## config.mk

```make
export PLATFORM = sky130hd
export DESIGN_NAME = frame_extrema
export DESIGN_NICKNAME = d
export VERILOG_FILES = /design/src/rtl/frame_extrema_pkg.sv /design/src/rtl/frame_extrema_cmp_cell.sv /design/src/rtl/frame_extrema.sv
export SDC_FILE = /design/constraint.sdc
export NUM_CORES = 1
export LEC_CHECK = 0
export ABC_AREA = 1
export CAP_MARGIN = 20
export CORE_ASPECT_RATIO = 0.75
export CORE_MARGIN = 5
export CORE_UTILIZATION = 57
export DETAILED_ROUTE_END_ITERATION = 8
export GPL_TIMING_DRIVEN = 0
export PLACE_DENSITY_LB_ADDON = 0.12
export SLEW_MARGIN = 20
export SYNTH_ARGS = -nofsm -noshare
export SYNTH_HDL_FRONTEND = slang
export SYNTH_SLANG_ARGS = --single-unit
```

## constraint.sdc

```tcl
create_clock -name clk -period 1.9 [get_ports clk]
set_clock_uncertainty 0.15 [all_clocks]
set_input_delay 0.38 -clock clk [delete_from_list [all_inputs] [get_ports clk]]
set_output_delay 0.38 -clock clk [all_outputs]
set_load 0.1 [all_outputs]
```

## src/rtl/frame_extrema_pkg.sv

```systemverilog
// Shared types and constants for the frame extremum tracker.
package frame_extrema_pkg;

   // Fixed width of the ripple comparator cells
   localparam int unsigned CELL_W    = 4;
   localparam int unsigned DEF_W     = 4;
   localparam int unsigned DEF_IDX_W = 8;

   // Frame tracking state
   typedef enum logic [1:0] {
      IDLE  = 2'b00,
      ACCUM = 2'b01,
      HOLD  = 2'b10
   } state_t;

   // One-hot comparator result {GT,EQ,LT}
   localparam logic [2:0] GT = 3'b100;
   localparam logic [2:0] EQ = 3'b010;
   localparam logic [2:0] LT = 3'b001;

endpackage

```

## src/rtl/frame_extrema_cmp_cell.sv

```systemverilog
// Ripple magnitude comparator: compares unsigned a against b, one-hot {GT,EQ,LT}.
module cmp_cell
   import frame_extrema_pkg::*;
#(
   parameter int unsigned W = CELL_W
) (
   input  logic [W-1:0] a,
   input  logic [W-1:0] b,
   output logic [2:0]   res
);

   logic gt;
   logic lt;

   // Ripple from LSB to MSB; a differing higher bit overrides everything below it
   always_comb begin
      gt = 1'b0;
      lt = 1'b0;
      for (int i = 0; i < int'(W); i++) begin
         gt = (a[i] & ~b[i]) | (~(a[i] ^ b[i]) & gt);
         lt = (~a[i] & b[i]) | (~(a[i] ^ b[i]) & lt);
      end
      res = {gt, ~(gt | lt), lt};
   end

endmodule

```

## src/rtl/frame_extrema.sv

```systemverilog
// Streaming unsigned max/min tracker with first-occurrence indices per frame.
module frame_extrema
   import frame_extrema_pkg::*;
#(
   parameter int unsigned W     = DEF_W,
   parameter int unsigned IDX_W = DEF_IDX_W
) (
   input  logic             clk,
   input  logic             rst_n,
   input  logic             in_valid,
   output logic             in_ready,
   input  logic [W-1:0]     in_data,
   input  logic             in_last,
   output logic             out_valid,
   input  logic             out_ready,
   output logic [W-1:0]     out_max,
   output logic [W-1:0]     out_min,
   output logic [IDX_W-1:0] out_max_idx,
   output logic [IDX_W-1:0] out_min_idx,
   output logic [IDX_W:0]   out_count,
   output logic             out_ovf
);

   localparam int unsigned      CNT_W   = IDX_W + 1;
   localparam logic [CNT_W-1:0] CNT_MAX = CNT_W'(1) << IDX_W;
   localparam logic [IDX_W-1:0] IDX_MAX = '1;

   state_t           state;
   logic [W-1:0]     max_q;
   logic [W-1:0]     min_q;
   logic [IDX_W-1:0] max_idx_q;
   logic [IDX_W-1:0] min_idx_q;
   logic [IDX_W-1:0] idx_q;
   logic [CNT_W-1:0] count_q;
   logic             ovf_q;

   logic [2:0]       res_a;
   logic [2:0]       res_b;
   logic             accept;

   logic [W-1:0]     nxt_max;
   logic [W-1:0]     nxt_min;
   logic [IDX_W-1:0] nxt_max_idx;
   logic [IDX_W-1:0] nxt_min_idx;
   logic [IDX_W-1:0] nxt_idx;
   logic [CNT_W-1:0] nxt_count;
   logic             nxt_ovf;

   assign accept = in_valid & in_ready;

   // Cell A: incoming sample vs running maximum
   cmp_cell #(.W(W)) u_cmp_max (
      .a   (in_data),
      .b   (max_q),
      .res (res_a)
   );

   // Cell B: incoming sample vs running minimum
   cmp_cell #(.W(W)) u_cmp_min (
      .a   (in_data),
      .b   (min_q),
      .res (res_b)
   );

   // Running-state update for the sample being accepted; non-one-hot cell output keeps
   always_comb begin
      nxt_max     = max_q;
      nxt_min     = min_q;
      nxt_max_idx = max_idx_q;
      nxt_min_idx = min_idx_q;
      nxt_idx     = idx_q;
      nxt_count   = count_q;
      nxt_ovf     = ovf_q;
      if (state == IDLE) begin
         nxt_max     = in_data;
         nxt_min     = in_data;
         nxt_max_idx = '0;
         nxt_min_idx = '0;
         nxt_idx     = IDX_W'(1);
         nxt_count   = CNT_W'(1);
         nxt_ovf     = 1'b0;
      end else begin
         if (res_a == GT) begin
            nxt_max     = in_data;
            nxt_max_idx = idx_q;
         end
         if (res_b == LT) begin
            nxt_min     = in_data;
            nxt_min_idx = idx_q;
         end
         if (count_q == CNT_MAX) begin
            nxt_ovf = 1'b1;
         end else begin
            nxt_count = count_q + CNT_W'(1);
         end
         if (idx_q != IDX_MAX) begin
            nxt_idx = idx_q + IDX_W'(1);
         end
      end
   end

   // Frame FSM, running registers and registered result
   always_ff @(posedge clk or negedge rst_n) begin
      if (!rst_n) begin
         state       <= IDLE;
         in_ready    <= 1'b1;
         out_valid   <= 1'b0;
         out_max     <= '0;
         out_min     <= '0;
         out_max_idx <= '0;
         out_min_idx <= '0;
         out_count   <= '0;
         out_ovf     <= 1'b0;
         max_q       <= '0;
         min_q       <= '0;
         max_idx_q   <= '0;
         min_idx_q   <= '0;
         idx_q       <= '0;
         count_q     <= '0;
         ovf_q       <= 1'b0;
      end else begin
         case (state)
            IDLE, ACCUM: begin
               if (accept) begin
                  max_q     <= nxt_max;
                  min_q     <= nxt_min;
                  max_idx_q <= nxt_max_idx;
                  min_idx_q <= nxt_min_idx;
                  idx_q     <= nxt_idx;
                  count_q   <= nxt_count;
                  ovf_q     <= nxt_ovf;
                  if (in_last) begin
                     state       <= HOLD;
                     in_ready    <= 1'b0;
                     out_valid   <= 1'b1;
                     out_max     <= nxt_max;
                     out_min     <= nxt_min;
                     out_max_idx <= nxt_max_idx;
                     out_min_idx <= nxt_min_idx;
                     out_count   <= nxt_count;
                     out_ovf     <= nxt_ovf;
                  end else begin
                     state <= ACCUM;
                  end
               end
            end
            HOLD: begin
               if (out_ready) begin
                  state     <= IDLE;
                  in_ready  <= 1'b1;
                  out_valid <= 1'b0;
               end
            end
            default: begin
               state     <= IDLE;
               in_ready  <= 1'b1;
               out_valid <= 1'b0;
            end
         endcase
      end
   end

endmodule

```

==> out/results.ini <==
[outcome]
status = complete, but fails checks
failed_checks = negative setup slack

[pwr]
ir_drop_mv = 0.4877
share_seq_of_total_power = 0.536
switching_share = 0.2504
p_sw_uw = 795.2
p_per_area_nw_per_um2 = 572.9
power_leakage_nw = 2.762
comb_power_share = 0.055
power_mw = 3.175
power_frac_clock = 0.409
cell_internal_pwr_mw = 2.380

[logic_synthesis]
synth.top_cell.area_share = 0.4581
synth-main-ff-cell = sky130_fd_sc_hd__dfrtp_1
synthDominantAreaCellType = sky130_fd_sc_hd__dfrtp_1
syn_nets = 558
most_common_library_cells_after_synthesis = 187 x sky130_fd_sc_hd__nand2_1, 79 x sky130_fd_sc_hd__dfrtp_1, 60 x sky130_fd_sc_hd__inv_1
largest_family_of_logic_cells_by_synthesized_area = simple AND/OR/NAND/NOR gates
synth-seq-area-share = 0.4642
number_of_enable_type_register_cells_in_the_synthesized_netlist = 0
synth.most_common_cell = sky130_fd_sc_hd__nand2_1
synth_seq_cells = 80
synth.area.top_cells = sky130_fd_sc_hd__dfrtp_1 46%, sky130_fd_sc_hd__nand2_1 16%, sky130_fd_sc_hd__nand3_1 6.0%
yosys.area_share.adder = 0.04929
gate_count_post_synth = 532
avgSynthCellArea_um2 = 8.112
complex_gate_fraction_of_the_synthesized_area = 0.05103
synthXorXnorAreaFrac = 0.008118
synth_simple_gate_area_frac = 0.3360
async_flop_share = 1.000
post_synth_mux_area_share = 0
synthDistinctLibCells = 34
netlist_area_um2 = 4315
yosysWarnings = 0

[die]
initial_core_util = 0.5860
fp.dieH_um = 85.36
die_w_um = 110.5
core_area_um2 = 7365
pin_count = 45
die_area_um2 = 9429
core.rowCount = 27

[cts]
numCtsBuffers = 9
ctsLongestPathBuffers = 2
htree_levels = 3
ctsRootBufferMaster = sky130_fd_sc_hd__clkbuf_8
clk_latency_ns = 0.38
cts_tree = yes
cts.clk_slew.worst_paths_ns = 0.10
tritoncts_sinks = 80

[worst_setup_path]
timing.critical_path.slowest_cell_delay_ns = 0.43
crit_path_start_kind = register
endpoint_kind = register
worst_path_most_repeated_cell = sky130_fd_sc_hd__nand2_1
cp.arrival_ns = 2.14
largest_fanout_on_the_critical_path = 5
crit_type = register to register
cp_cell_sequence = ha_4, nand3_1, nand2_1, nand2_1, nand2_1, nand2_1, nand2_4, nand2_4, buf_8, nand2_4, nand4_1, nand2_1
crit_path_slowest_cell = sky130_fd_sc_hd__dfrtp_1
required_worst_endpoint_ns = 2.06

[placement]
post_dp_hpwl_um = 7590
place_inst = 678
port_buffers = 44
post-place-ws_ns = -0.7720
post_dp_area_um2 = 4913
replace_congestion = 0.9006

[sta]
rsz0062_at_grt = true
finalWorstPathRequiredPeriod_ns = 1.981
max_freq_mhz = 504.7
finalMaxSlewViolations = 0
finalSetupTns_ns = -0.6545
worst_slew_margin_rel = 0.5733
minimum_hold_slack_ns = 0.3054
report.final.setup_viol = 24
finalHoldViolations = 0
fin_ws_ns = -0.08149
worst_slew_pin_slew_ns = 0.6400
final_cycle_utilization_of_the_critical_path = 1.043

[global_route]
grt_antenna_before_repair = 0
grt_overflow_total = 0
grt_pass1_vias = 3746
grt_max_degree = 56
grt_util_all_layers = 0.2449
grt_first_pass_wirelength_um = 18610

[route]
drt_first_iter_violations = 268
first_pass_iters = 5
drc = 0
routed_wl_um = 11790
residual_antenna_violating_net_count_after_detailed_routing = 0
route.detailed.vias_per_inst = 5.556
detailroute.via_count = 3934
wl_per_cell_um = 16.66

[worst_hold_path]
min-delay-path-class = input port to async pin

[finish]
final-instance-count-excl-fill = 708
sequential_cell_area_um2 = 2009
utilization = 0.7526
n_fill_cell = 556
area_taken_by_multi_input_logic_gates_um2 = 2147
antenna_cells = 0
finish.instance_area_um2 = 5543
layout-area-overhead-vs-synth_pct = 28.44
final_nets = 628
drive_above_1_share = 0.2554

[run]
max_cap_viol_count = 0

routing by layer:
metal | vias up | track usage | routed length (um)
met3 | 31 | 0.05845 | 926
met2 | 167 | 0.3623 | 5195
met4 | 0 | 0.08054 | 306
met5 | - | 0 | 0
li1 | 1850 | - | -
met1 | 1886 | 0.3549 | 5366
power by group through the flow:
stage          clock network [mW]  registers (mW)  logic (mW)
3_5_place_dp                    0            1.73       0.139
6_report                     1.30            1.70       0.175
5_1_grt                      1.39            1.70       0.193
4_1_cts                      1.31            1.70       0.155
3_3_place_gp                    0            1.74       0.128
2_1_floorplan                   0            1.74      0.0647
critical path: cells and delay by family (launching register included):
kind / cells / cell delay (ns)
AND/OR/NAND/NOR: 10 / 0.86
flip-flops: 1 / 0.43
adder cells (fa/ha/maj): 1 / 0.29
buffers and inverters: 1 / 0.17
cells by family after synthesis:
logic type / after synthesis
simple gates: 308
buf+inv: 85
flops: 80
compound gates: 38
fa+ha+maj: 17
xor+xnor: 4
layout by cell type, fill, tap and decap left out, types with 11 or more instances in the layout:
cell,count
sky130_fd_sc_hd__nand3_1,40
sky130_fd_sc_hd__ha_1,13
sky130_fd_sc_hd__buf_4,11
sky130_fd_sc_hd__nand2_2,12
sky130_fd_sc_hd__o21ai_0,17
sky130_fd_sc_hd__inv_1,55
sky130_fd_sc_hd__nand4_1,31
sky130_fd_sc_hd__nand2_1,169
sky130_fd_sc_hd__clkdlybuf4s15_2,35
sky130_fd_sc_hd__nor2_1,11
sky130_fd_sc_hd__nand2_4,18
sky130_fd_sc_hd__dfrtp_1,77
sky130_fd_sc_hd__nand3_2,12
what timing repair did:
action / in CTS / in global routing
hold endpoints to repair: 24 / 0
setup endpoints to repair: 80 / 51
pin swaps: 8 / 34
cloned: 2 / 0
hold buffers: 1 / 0
setup buffers: 3 / 8
resized for setup: 124 / 58
area by class of cell:
class                   count  area share
plain buffers              21     0.02889
clock buffers              10     0.02302
clock inverters             6     0.01219
inverters                  64     0.04424
multi-input cells         367      0.3874
flip-flops and latches     80      0.3625
well taps                 101     0.02280
repair buffers             59      0.1190
sequential cells by signal, indices dropped and copies added (netlist names):
signal / flops
out_min_idx: 8
max_q: 4
out_ovf: 1
out_count: 9
out_max: 4
out_valid: 1
max_idx_q: 8
state: 2
min_q: 4
ovf_q: 1
count_q: 9
out_max_idx: 8
in_ready: 1
out_min: 4
idx_q: 8
min_idx_q: 8
worst paths after layout:
| kind | start | endpoint | slack (ns) | cells after the start |
|---|---|---|---|---|
| worst min register to register | out_max[3] | out_max[3] | 0.33 | 2 |
| worst max-delay path | min_q[1] | out_min_idx[1] | -0.08 | 12 |
| min in group clk | out_max[3] | out_max[3] | 0.33 | 2 |
| worst min-delay path | rst_n | max_idx_q[6] | 0.31 | 2 |
| worst max register to register | min_q[1] | out_min_idx[1] | -0.08 | 12 |
| max in group asynchronous | rst_n | count_q[0] | 0.69 | 3 |
(Power assumes the default switching activity.)
